### src/rtl/if_fetch_queue_pkg.sv
// Shared types for the fetch queue: bus widths, PC step and the queued entry.
package if_fetch_queue_pkg;

    localparam int INST_W = 32;
    localparam int ADDR_W = 32;

    typedef logic [INST_W-1:0] inst_t;
    typedef logic [ADDR_W-1:0] addr_t;

    localparam addr_t PC_INC = 32'd4;

    typedef struct packed {
        addr_t pc;
        inst_t inst;
    } fetch_t;

    function automatic addr_t align_pc(input addr_t a);
        return {a[ADDR_W-1:2], 2'b00};
    endfunction

endpackage

### src/rtl/if_fetch_queue_inst_fifo.sv
// Synchronous FIFO of {pc, inst} entries; head holds its last value when empty.
module inst_fifo
    import if_fetch_queue_pkg::*;
#(
    parameter int DEPTH = 4
) (
    input  logic                   clk,
    input  logic                   rst,
    input  logic                   push,
    input  fetch_t                 din,
    input  logic                   pop,
    input  logic                   clear,
    output fetch_t                 head,
    output logic [$clog2(DEPTH):0] count
);

    localparam int AW = $clog2(DEPTH);

    fetch_t         mem [DEPTH];
    fetch_t         hold;
    logic [AW-1:0]  wr;
    logic [AW-1:0]  rd;

    assign head = (count != '0) ? mem[rd] : hold;

    always_ff @(posedge clk) begin
        if (push && !rst && !clear) begin
            mem[wr] <= din;
        end
    end

    always_ff @(posedge clk) begin
        if (rst) begin
            wr    <= '0;
            rd    <= '0;
            count <= '0;
            hold  <= '0;
        end else if (clear) begin
            // Remember what was presented so the output does not jump.
            wr    <= '0;
            rd    <= '0;
            count <= '0;
            hold  <= head;
        end else begin
            if (push) begin
                wr <= wr + 1'b1;
            end
            if (pop) begin
                hold <= mem[rd];
                rd   <= rd + 1'b1;
            end
            case ({push, pop})
                2'b10:   count <= count + 1'b1;
                2'b01:   count <= count - 1'b1;
                default: count <= count;
            endcase
        end
    end

endmodule

### src/rtl/if_fetch_queue.sv
// Fetch stage: owns the PC, drives the 1-cycle ROM, queues {pc, inst} for IF_ID.
module if_fetch_queue
    import if_fetch_queue_pkg::*;
#(
    parameter int    DEPTH    = 4,
    parameter addr_t RESET_PC = 32'h0000_0000
) (
    input  logic                   clk,
    input  logic                   rst,
    output logic                   rom_ce_o,
    output addr_t                  rom_addr_o,
    input  inst_t                  rom_data_i,
    input  logic                   redirect_i,
    input  addr_t                  redirect_pc_i,
    output logic                   id_valid_o,
    input  logic                   id_ready_i,
    output addr_t                  id_pc_o,
    output inst_t                  id_inst_o,
    output logic [$clog2(DEPTH):0] occupancy_o
);

    localparam int            CW      = $clog2(DEPTH) + 1;
    localparam logic [CW:0]   DEPTH_W = (CW + 1)'(DEPTH);

    addr_t          pc;
    addr_t          req_pc;
    logic           inflight;
    logic [CW-1:0]  count;
    logic [CW:0]    used;
    logic           issue;
    logic           push;
    logic           pop;
    fetch_t         din;
    fetch_t         head;

    // Queued plus in-flight entries reserve slots, so a push can never overflow.
    assign used  = {1'b0, count} + {{CW{1'b0}}, inflight};
    assign issue = !rst && !redirect_i && (used < DEPTH_W);

    assign push = inflight && !redirect_i;
    assign pop  = id_valid_o && id_ready_i;
    assign din  = {req_pc, rom_data_i};

    assign rom_ce_o    = issue;
    assign rom_addr_o  = pc;
    assign id_valid_o  = !rst && (count != '0) && !redirect_i;
    assign id_pc_o     = head.pc;
    assign id_inst_o   = head.inst;
    assign occupancy_o = count;

    always_ff @(posedge clk) begin
        if (rst) begin
            pc       <= RESET_PC;
            req_pc   <= '0;
            inflight <= 1'b0;
        end else if (redirect_i) begin
            pc       <= align_pc(redirect_pc_i);
            inflight <= 1'b0;
        end else begin
            inflight <= issue;
            if (issue) begin
                pc     <= pc + PC_INC;
                req_pc <= pc;
            end
        end
    end

    inst_fifo #(
        .DEPTH (DEPTH)
    ) u_fifo (
        .clk   (clk),
        .rst   (rst),
        .push  (push),
        .din   (din),
        .pop   (pop),
        .clear (redirect_i),
        .head  (head),
        .count (count)
    );

endmodule
### config.mk
export PLATFORM = sky130hd
export DESIGN_NAME = if_fetch_queue
export DESIGN_NICKNAME = d
export VERILOG_FILES = /design/src/rtl/if_fetch_queue_pkg.sv /design/src/rtl/if_fetch_queue_inst_fifo.sv /design/src/rtl/if_fetch_queue.sv
export SDC_FILE = /design/constraint.sdc
export NUM_CORES = 1
export LEC_CHECK = 0
export CAP_MARGIN = 5
export CORE_UTILIZATION = 51
export DETAILED_ROUTE_END_ITERATION = 10
export PLACE_DENSITY = 0.85
export SLEW_MARGIN = 20
export SYNTH_ARGS = -nofsm -noshare
export SYNTH_HDL_FRONTEND = slang
export SYNTH_HIERARCHICAL = 1
export SYNTH_SLANG_ARGS = --single-unit
### constraint.sdc
create_clock -name clk -period 3.7 [get_ports clk]
set_input_delay 0.74 -clock clk [delete_from_list [all_inputs] [get_ports clk]]
set_output_delay 0.74 -clock clk [all_outputs]
set_load 0.01 [all_outputs]
==> flow_metrics.tcl, run 1 <==
set metrics [dict create \
    status "complete, no violations" \
    ys_top_cells_by_area "edfxtp_1 50%, dfxtp_1 17%, mux4_2 9.4%, mux2_2 4.8%, a22o_1 3.6%" \
    crit_type "register to output pin" \
    max_slew_margin 0.5048 \
    ys_seq_area_frac 0.6735 \
    drtPass1Iterations 5 \
    clock_sinks 390 \
    fmax_mhz 281.1 \
    routed_via_density 5.880 \
    async_reset_ff_frac 0 \
    antenna_found_initial 0 \
    cts-root-buf "clkbuf_16" \
    grt_pass1_vias 9352 \
    clk_latency_ns 0.52 \
    timing.final.hold_violations 0 \
    cts_resized 0 \
    std_cell_rows 63 \
    power_density_nw_per_um2 495.9 \
    syn_area_um2 15400 \
    yosys.area.top_type_share 0.4993 \
    nFillCells 2057 \
    drcViolationCount 0 \
    setup_tns_ns 0 \
    wirelength_um 32300 \
    cp-end-kind "output pin" \
    start_util 0.5195 \
    final_layout_size_suffix_gt1_frac 0.1975 \
    ios 169 \
    synth_top_area_cell "edfxtp_1" \
    cp_max_fo 12 \
    cts_buffers 39 \
    grtUsageTotal 0.2130 \
    stdcell_area_um2 18880 \
    die_x_um 175.7 \
    postCtsHoldBufs 0 \
    min_period_ns 3.558 \
    numPortBuffers 164 \
    hold_class "register to register" \
    syn_inst 978 \
    min_period_over_period 0.9616 \
    critical_path.max_stage_delay_ns 0.62 \
    wl_per_cell_um 20.57 \
    synth_edf_count 256 \
    layout.area.seq_um2 10380 \
    synthToLayoutAreaGrowth_pct 22.63 \
    dpl-instance-area_um2 17510 \
    chipHeight_um 175.7 \
    path_buf_inv 2 \
    final_antenna_net_count 0 \
    worstPathRequired_ns 2.96 \
    h-tree-depth 2 \
    syn_area_per_cell_um2 15.74 \
    synth_commonest_cells "256 x edfxtp_1, 134 x dfxtp_1, 82 x nand2_1, 65 x mux2_2" \
    setup_viol 0 \
    num-nets-final 1224 \
    clock_path_buffers 3 \
    rsz0062_at_grt "no" \
    diodes 0 \
    tightest_slew_ns 0.7420 \
    synth-seq-cells 390 \
    critPathSlowestCell "nor3_4" \
    cts_tree "done" \
    synth.most_common_cell "edfxtp_1" \
    multi_input_area_um2 4659 \
    drtIter0Drc 781 \
    coreArea_um2 29640 \
    grt_pass1_wl_um 50780 \
    ir_worst_vdd_mv 0.4430 \
    synth_flop_cell "edfxtp_1" \
    p_leak_nw 6.413 \
    gp_congestion 0.8472 \
    grt_max_degree 65 \
    post-cts-setup-buffers 0 \
    critPathArrivalTime_ns 2.82 \
    dp_hpwl_um 19480 \
    clock_skew_ns 0.01631 \
    drv_slew 0 \
    die_area_um2 30890 \
    maxCapViolCount 0 \
    cts.clk_slew.worst_paths_ns 0.06 \
    cp-start-kind "register" \
    crit_family "buffers and inverters" \
    gr-total-overflow 0 \
    cp_cell_sequence "nor3_4 -> buf_4 -> mux2_2 -> clkdlybuf4s50_1" \
    vias 9231 \
    synth_cell_types 58 \
    ys_warn_count 6 \
]
==> cells by family after synthesis <==
group / Yosys count / share of synthesized area
buffers and inverters: 79 / 0.02779
adders and majority gates: 7 / 0.006176
DFF: 390 / 0.6735
muxes: 130 / 0.1418
and+or+nand+nor: 203 / 0.06664
other: 1 / 0.0002436
AOI/OAI and AO/OA: 158 / 0.07810
xor gates and xnor gates: 10 / 0.005688
==> metrics by stage <==
stage / power (W) / worst slack (ns) / util / hold WS [ns] / instances
floorplan: 0.005068 / 0.01412 / - / 0.4432 / 987
global placement: 0.005310 / 0.5672 / 0.5909 / 0.4548 / 1498
detailed placement: 0.005327 / 0.5318 / 0.5909 / 0.4575 / 1498
CTS: 0.009424 / 0.1015 / 0.6370 / 0.4775 / 1570
global route: 0.009656 / 0.02141 / 0.6370 / 0.4854 / 1570
finish: 0.009362 / 0.1419 / 0.6370 / 0.4749 / 1570
==> worst reg2reg max path, cell delays in order (launching register included) <==
cell	delay (ns)
dfxtp_1	0.60
nor3_1	0.12
nor3_1	0.20
and2_1	0.28
ha_1	0.22
inv_1	0.06
fa_1	0.37
xor2_1	0.16
or3_1	0.31
a21oi_1	0.14
==> metal layers <==
metal  up-vias  share of wire  global-route usage
li1       4199              -                   -
met1      4625           0.42              0.2854
met2       365           0.49              0.3577
met3        42          0.062             0.03788
met4         0          0.021             0.05942
met5         -              0                   0
==> where the power goes <==
part	switching [W]	internal [W]	leakage, nW	total, W
Sequential	0.0000764	0.00469	3.54	0.00477
Combinational	0.000219	0.000255	2.20	0.000474
Clock	0.00162	0.00251	0.670	0.00412
Total	0.00191	0.00745	6.41	0.00936
==> layout by cell type (no fill, tap or decap), types with 26 or more instances in the layout <==
cell type        count
edfxtp_1           256
clkdlybuf4s50_1    163
mux2_2              65
a22o_1              64
nand2_1             82
mux4_2              64
nor2_1              26
dfxtp_1            132
a21oi_1             35
clkbuf_16           40
==> sequential cells by signal (all words and copies together) (netlist names), named ones only <==
name / count
inflight: 1
req_pc: 30
rom_addr_o: 30
u_fifo/count: 3
u_fifo/hold: 64
u_fifo/mem: 256
u_fifo/rd: 2
u_fifo/wr: 2
==> worst paths after layout <==
| kind | cells past startpoint | slack, ns | end | start |
|---|---|---|---|---|
| worst min-delay path | 1 | 0.47 | u_fifo/hold[9] | u_fifo/hold[9] |
| worst min register to register | 1 | 0.47 | u_fifo/hold[9] | u_fifo/hold[9] |
| worst max-delay path | 4 | 0.14 | id_pc_o[23] | u_fifo/count[0] |
| worst max register to register | 9 | 1.18 | u_fifo/count[2] | u_fifo/count[0] |
==> final cells by class <==
| cell class | instances | share of cell area |
|---|---|---|
| repair buffers | 185 | 0.1023 |
| flip-flops and latches | 390 | 0.5497 |
| well taps | 390 | 0.02585 |
| multi-input cells | 518 | 0.2468 |
| clock inverters | 17 | 0.01213 |
| clock buffers | 55 | 0.06024 |
| inverters | 15 | 0.002982 |
Note: power is estimated with default switching activity, not from simulation.
==> run 2: changes to the inputs <==
--- a/config.mk
+++ b/config.mk
@@ -6,9 +6,9 @@
 export NUM_CORES = 1
 export LEC_CHECK = 0
 export CAP_MARGIN = 5
-export CORE_UTILIZATION = 51
+export CORE_UTILIZATION = 61
 export DETAILED_ROUTE_END_ITERATION = 10
-export PLACE_DENSITY = 0.85
+export PLACE_DENSITY = 0.94
 export SLEW_MARGIN = 20
 export SYNTH_ARGS = -nofsm -noshare
 export SYNTH_HDL_FRONTEND = slang
==> constraint.sdc (replaced) <==
create_clock -name clk -period 4.3 [get_ports clk]
set_input_delay 0.86 -clock clk [delete_from_list [all_inputs] [get_ports clk]]
set_output_delay 0.86 -clock clk [all_outputs]
set_load 0.01 [all_outputs]
==> flow_metrics.tcl, run 2 (synthesis gave the netlist of run 1 again) <==
set metrics [dict create \
    largest_reg_flops 256 \
    start_util 0.6275 \
    gr-total-overflow 0 \
    num-nets-final 1219 \
    utilization 0.7611 \
    grt_pass1_vias 9640 \
    antenna_found_initial 0 \
    power_density_nw_per_um2 426.7 \
    clock_sinks 390 \
    maxCapViolCount 0 \
    drtIter0Drc 918 \
    wl_per_cell_um 24.01 \
    status "complete, no violations" \
    die_x_um 160.9 \
    coreArea_um2 24530 \
    die_area_um2 25880 \
    final_layout_size_suffix_gt1_frac 0.1920 \
    rr_worst_depth 7 \
    layout_common_cells "256 x edfxtp_1, 163 x clkdlybuf4s50_1, 132 x dfxtp_1" \
    grtUsageTotal 0.2832 \
    grt_max_degree 65 \
    worstPathRequired_ns 3.44 \
    dp_hpwl_um 20070 \
    max_slew_margin 0.5283 \
    min_path_cells 1 \
    synthToLayoutAreaGrowth_pct 21.28 \
    gp_congestion 0.8886 \
    cp-end-kind "output pin" \
    p_leak_nw 6.357 \
    cts_resized 0 \
    cts.clk_slew.worst_paths_ns 0.07 \
    grt_pass1_wl_um 55630 \
    drcViolationCount 0 \
    ir_worst_vdd_mv 0.3241 \
    cp-start-kind "register" \
    cts_buffers 38 \
    std_cell_rows 57 \
    cp_max_fo 22 \
    final_common_cell "edfxtp_1" \
    rsz0062_at_grt "no" \
    nFillCells 1379 \
    setup_viol 0 \
    critPathArrivalTime_ns 2.83 \
    setup_tns_ns 0 \
    power_w 0.007967 \
    final_antenna_net_count 0 \
    top_regs "u_fifo/mem: 256 flops, u_fifo/hold: 64 flops" \
    crit_type "register to output pin" \
    tightest_slew_ns 0.7076 \
    clk_latency_ns 0.52 \
    routed_via_density 6.336 \
    vias 9478 \
    clock_path_buffers 3 \
    diodes 0 \
    post-cts-setup-buffers 0 \
    ios 169 \
    hold_class "register to register" \
    min_period_ns 3.695 \
    clock_skew_ns 0.01818 \
    regMostFlops "u_fifo/mem" \
    postCtsHoldBufs 0 \
    h-tree-depth 2 \
    timing.final.hold_violations 0 \
    cts-root-buf "clkbuf_16" \
    wirelength_um 35910 \
    drtPass1Iterations 5 \
    cts_tree "done" \
    min_period_over_period 0.8593 \
    fmax_mhz 270.6 \
    chipHeight_um 160.9 \
    drv_slew 0 \
    numPortBuffers 164 \
]
## run 2: cell count changes in the layout (fill, tap and decap cells not counted), moves of 2 or more
cell	previous run	this run
buf_12	11	8
bufinv_16	5	3
clkbuf_16	40	43
clkbuf_8	8	3
## run 2: power breakdown
| group | switching, W | internal (W) |
|---|---|---|
| Sequential | 0.0000709 | 0.00403 |
| Clock | 0.00140 | 0.00205 |
| Combinational | 0.000193 | 0.000216 |
## run 2: worst paths after layout
| path | end | startpoint | slack [ns] |
|---|---|---|---|
| max | id_pc_o[19] | register | 0.61 |
| min | u_fifo/hold[50] | u_fifo/hold[50] | 0.48 |
| max reg2reg | u_fifo/hold[25] | u_fifo/count[0] | 1.59 |
| min reg2reg | u_fifo/hold[50] | u_fifo/hold[50] | 0.48 |
## run 2: area by class of cell
cell class / instances / area, um^2 / share of cell area
timing repair buffer: 181 / 1864 / 0.09985
inverter: 15 / 56.30 / 0.003015
tap: 324 / 405.4 / 0.02171
sequential: 390 / 10380 / 0.5558
multi-input combinational: 518 / 4659 / 0.2495
clock buffer: 53 / 1144 / 0.06125
clock inverter: 15 / 165.2 / 0.008845
## run 2: metrics by stage
stage	cells	instance area, um^2	setup slack [ns]	hold slack, ns
2_1_floorplan	987	15430	0.4941	0.4432
3_3_place_gp	1428	17360	0.9260	0.4550
3_5_place_dp	1428	17360	0.8816	0.4575
4_1_cts	1496	18670	0.5467	0.4792
5_1_grt	1496	18670	0.4590	0.4943
6_report	1496	18670	0.6051	0.4760
## run 2: per-layer routing
layer	global-route usage	share of wire	up-vias	wire (um)
met5	0	0	-	0
met4	0.09906	0.030	0	1064
met3	0.05294	0.076	74	2721
met2	0.4761	0.50	456	17830
met1	0.3715	0.40	4768	14300
li1	-	-	4180	-
## run 2: critical path: stages (launching register included)
cell and delay, ns:
dfxtp_4 0.62, buf_12 0.27, mux4_2 0.55, mux2_2 0.29, clkdlybuf4s50_1 0.56
==> run 3: changes to the inputs <==
--- a/config.mk
+++ b/config.mk
@@ -9,6 +9,7 @@
 export CORE_UTILIZATION = 61
 export DETAILED_ROUTE_END_ITERATION = 10
 export PLACE_DENSITY = 0.94
+export RECOVER_POWER = 50
 export SLEW_MARGIN = 20
 export SYNTH_ARGS = -nofsm -noshare
 export SYNTH_HDL_FRONTEND = slang
==> flow_metrics.tcl, run 3 (synthesis gave the netlist of run 1 again) <==
set metrics [dict create \
    hold_class "register to register" \
    cts_tree "done" \
    p_leak_nw 6.430 \
    grt_pass1_vias 9640 \
    chipHeight_um 160.9 \
    wl_per_cell_um 24.03 \
    postCtsHoldBufs 0 \
    synthToLayoutAreaGrowth_pct 21.12 \
    drv_slew 41 \
    power_w 0.007950 \
    clock_path_buffers 3 \
    maxCapViolCount 1 \
    largest_reg_flops 256 \
    num-nets-final 1219 \
    cts-root-buf "clkbuf_16" \
    cp-start-kind "primary input" \
    power_density_nw_per_um2 426.3 \
    timing.rr.end "rom_addr_o[9]" \
    cp-startpoint "redirect_i" \
    cts_resized 0 \
    wirelength_um 35940 \
    routed_via_density 6.379 \
    final_layout_size_suffix_gt1_frac 0.1877 \
    whs_ns 0.4757 \
    drcViolationCount 0 \
    timing.final.hold_violations 0 \
    rr_worst_depth 5 \
    r2r_slack_ns 1.44 \
    ios 169 \
    critical_path.max_stage_delay_ns 1.05 \
    tightest_slew_ns 1.682 \
    setup_tns_ns 0 \
    final_antenna_net_count 0 \
    critPathSlowestCell "clkbuf_1" \
    fmax_mhz 255.0 \
    dp_hpwl_um 20070 \
    fin_ws_ns 0.3787 \
    h-tree-depth 2 \
    cts_buffers 38 \
    path_buf_inv 4 \
    cts.clk_slew.worst_paths_ns 0.06 \
    vias 9543 \
    gr-total-overflow 0 \
    cp_cell_sequence "dlygate4sd3_1 -> clkbuf_1 -> inv_1 -> clkbuf_1 -> and3_1 -> a32oi_1 -> nand3_1" \
    setup.worst_path.end "rom_addr_o[27]" \
    violations "capacitance limit, slew limit" \
    cp_common_cell "clkbuf_1" \
    coreArea_um2 24530 \
    diodes 0 \
    drtPass1Iterations 5 \
    drtIter0Drc 883 \
    max_slew_margin -0.1212 \
    grt_max_degree 65 \
    status "complete, but fails checks" \
    crit_family "buffers and inverters" \
    crit_type "primary input to register" \
    clk_latency_ns 0.52 \
    utilization 0.7601 \
    critPathArrivalTime_ns 4.31 \
    min_period_over_period 0.9119 \
    std_cell_rows 57 \
    numPortBuffers 164 \
    cp-end-kind "register" \
    r2r-start "u_fifo/count[0]" \
    min_period_ns 3.921 \
    antenna_found_initial 1 \
    regMostFlops "u_fifo/mem" \
    top_regs "u_fifo/mem: 256 flops, u_fifo/hold: 64 flops" \
    path_depth 7 \
    layout_common_cells "256 x edfxtp_1, 132 x dfxtp_1, 97 x clkdlybuf4s50_1" \
    die_x_um 160.9 \
    start_util 0.6275 \
    post-cts-setup-buffers 0 \
    grtUsageTotal 0.2832 \
    clock_skew_ns 0.01955 \
    grt_pass1_wl_um 55630 \
    clock_sinks 390 \
    gp_congestion 0.8886 \
    cp_max_fo 32 \
    preCtsSetupSlack_ns 0.8816 \
    worstPathRequired_ns 4.69 \
    die_area_um2 25880 \
    final_common_cell "edfxtp_1" \
    setup_viol 0 \
    rsz0062_at_grt "no" \
    ir_worst_vdd_mv 0.3239 \
]
==> run 3: how the worst min path moves through the flow <==
stage	cells after the start	startpoint	end	slack, ns
after CTS	1	u_fifo/hold[40]	u_fifo/hold[40]	0.48
final	1	u_fifo/hold[50]	u_fifo/hold[50]	0.48
after global placement	1	u_fifo/hold[21]	u_fifo/hold[21]	0.46
after floorplan	1	u_fifo/hold[0]	u_fifo/hold[0]	0.44
after global routing	1	u_fifo/hold[8]	u_fifo/hold[8]	0.49
after detailed placement	1	u_fifo/hold[28]	u_fifo/hold[28]	0.46
==> run 3: power by group <==
group / total (W) / switching, W / leakage, nW / internal, W
clock: 0.00345 / 0.00140 / 0.642 / 0.00205
combinational: 0.000395 / 0.000193 / 2.25 / 0.000202
sequential: 0.00410 / 0.0000702 / 3.54 / 0.00403
total: 0.00795 / 0.00166 / 6.43 / 0.00629
==> run 3: layout make-up <==
class	count	area (um^2)
clock buffer	53	1144
clock inverter	15	165.2
fill	1387	5886
inverter	15	56.30
multi-input combinational	518	4647
sequential	390	10380
tap	324	405.4
timing repair buffer	181	1853
==> run 3: through the flow <==
step	area [um^2]	cells
final	18650	1496
after global routing	18650	1496
after CTS	18670	1496
after detailed placement	17360	1428
after global placement	17360	1428
after floorplan	15430	987
==> run 3: worst register-to-register path, cell delays in order (launching register included) <==
cell and delay, ns:
dfxtp_1 0.60, nand3_1 0.25, nand2_1 0.14, clkbuf_1 1.22, o311ai_0 0.36, a31oi_1 0.22
==> run 3: per-layer routing <==
layer / up-vias / track usage / part of all wire
met5: - / 0 / 0.00039
li1: 4176 / - / -
met2: 542 / 0.4761 / 0.50
met3: 83 / 0.05294 / 0.084
met4: 2 / 0.09906 / 0.030
met1: 4740 / 0.3715 / 0.39
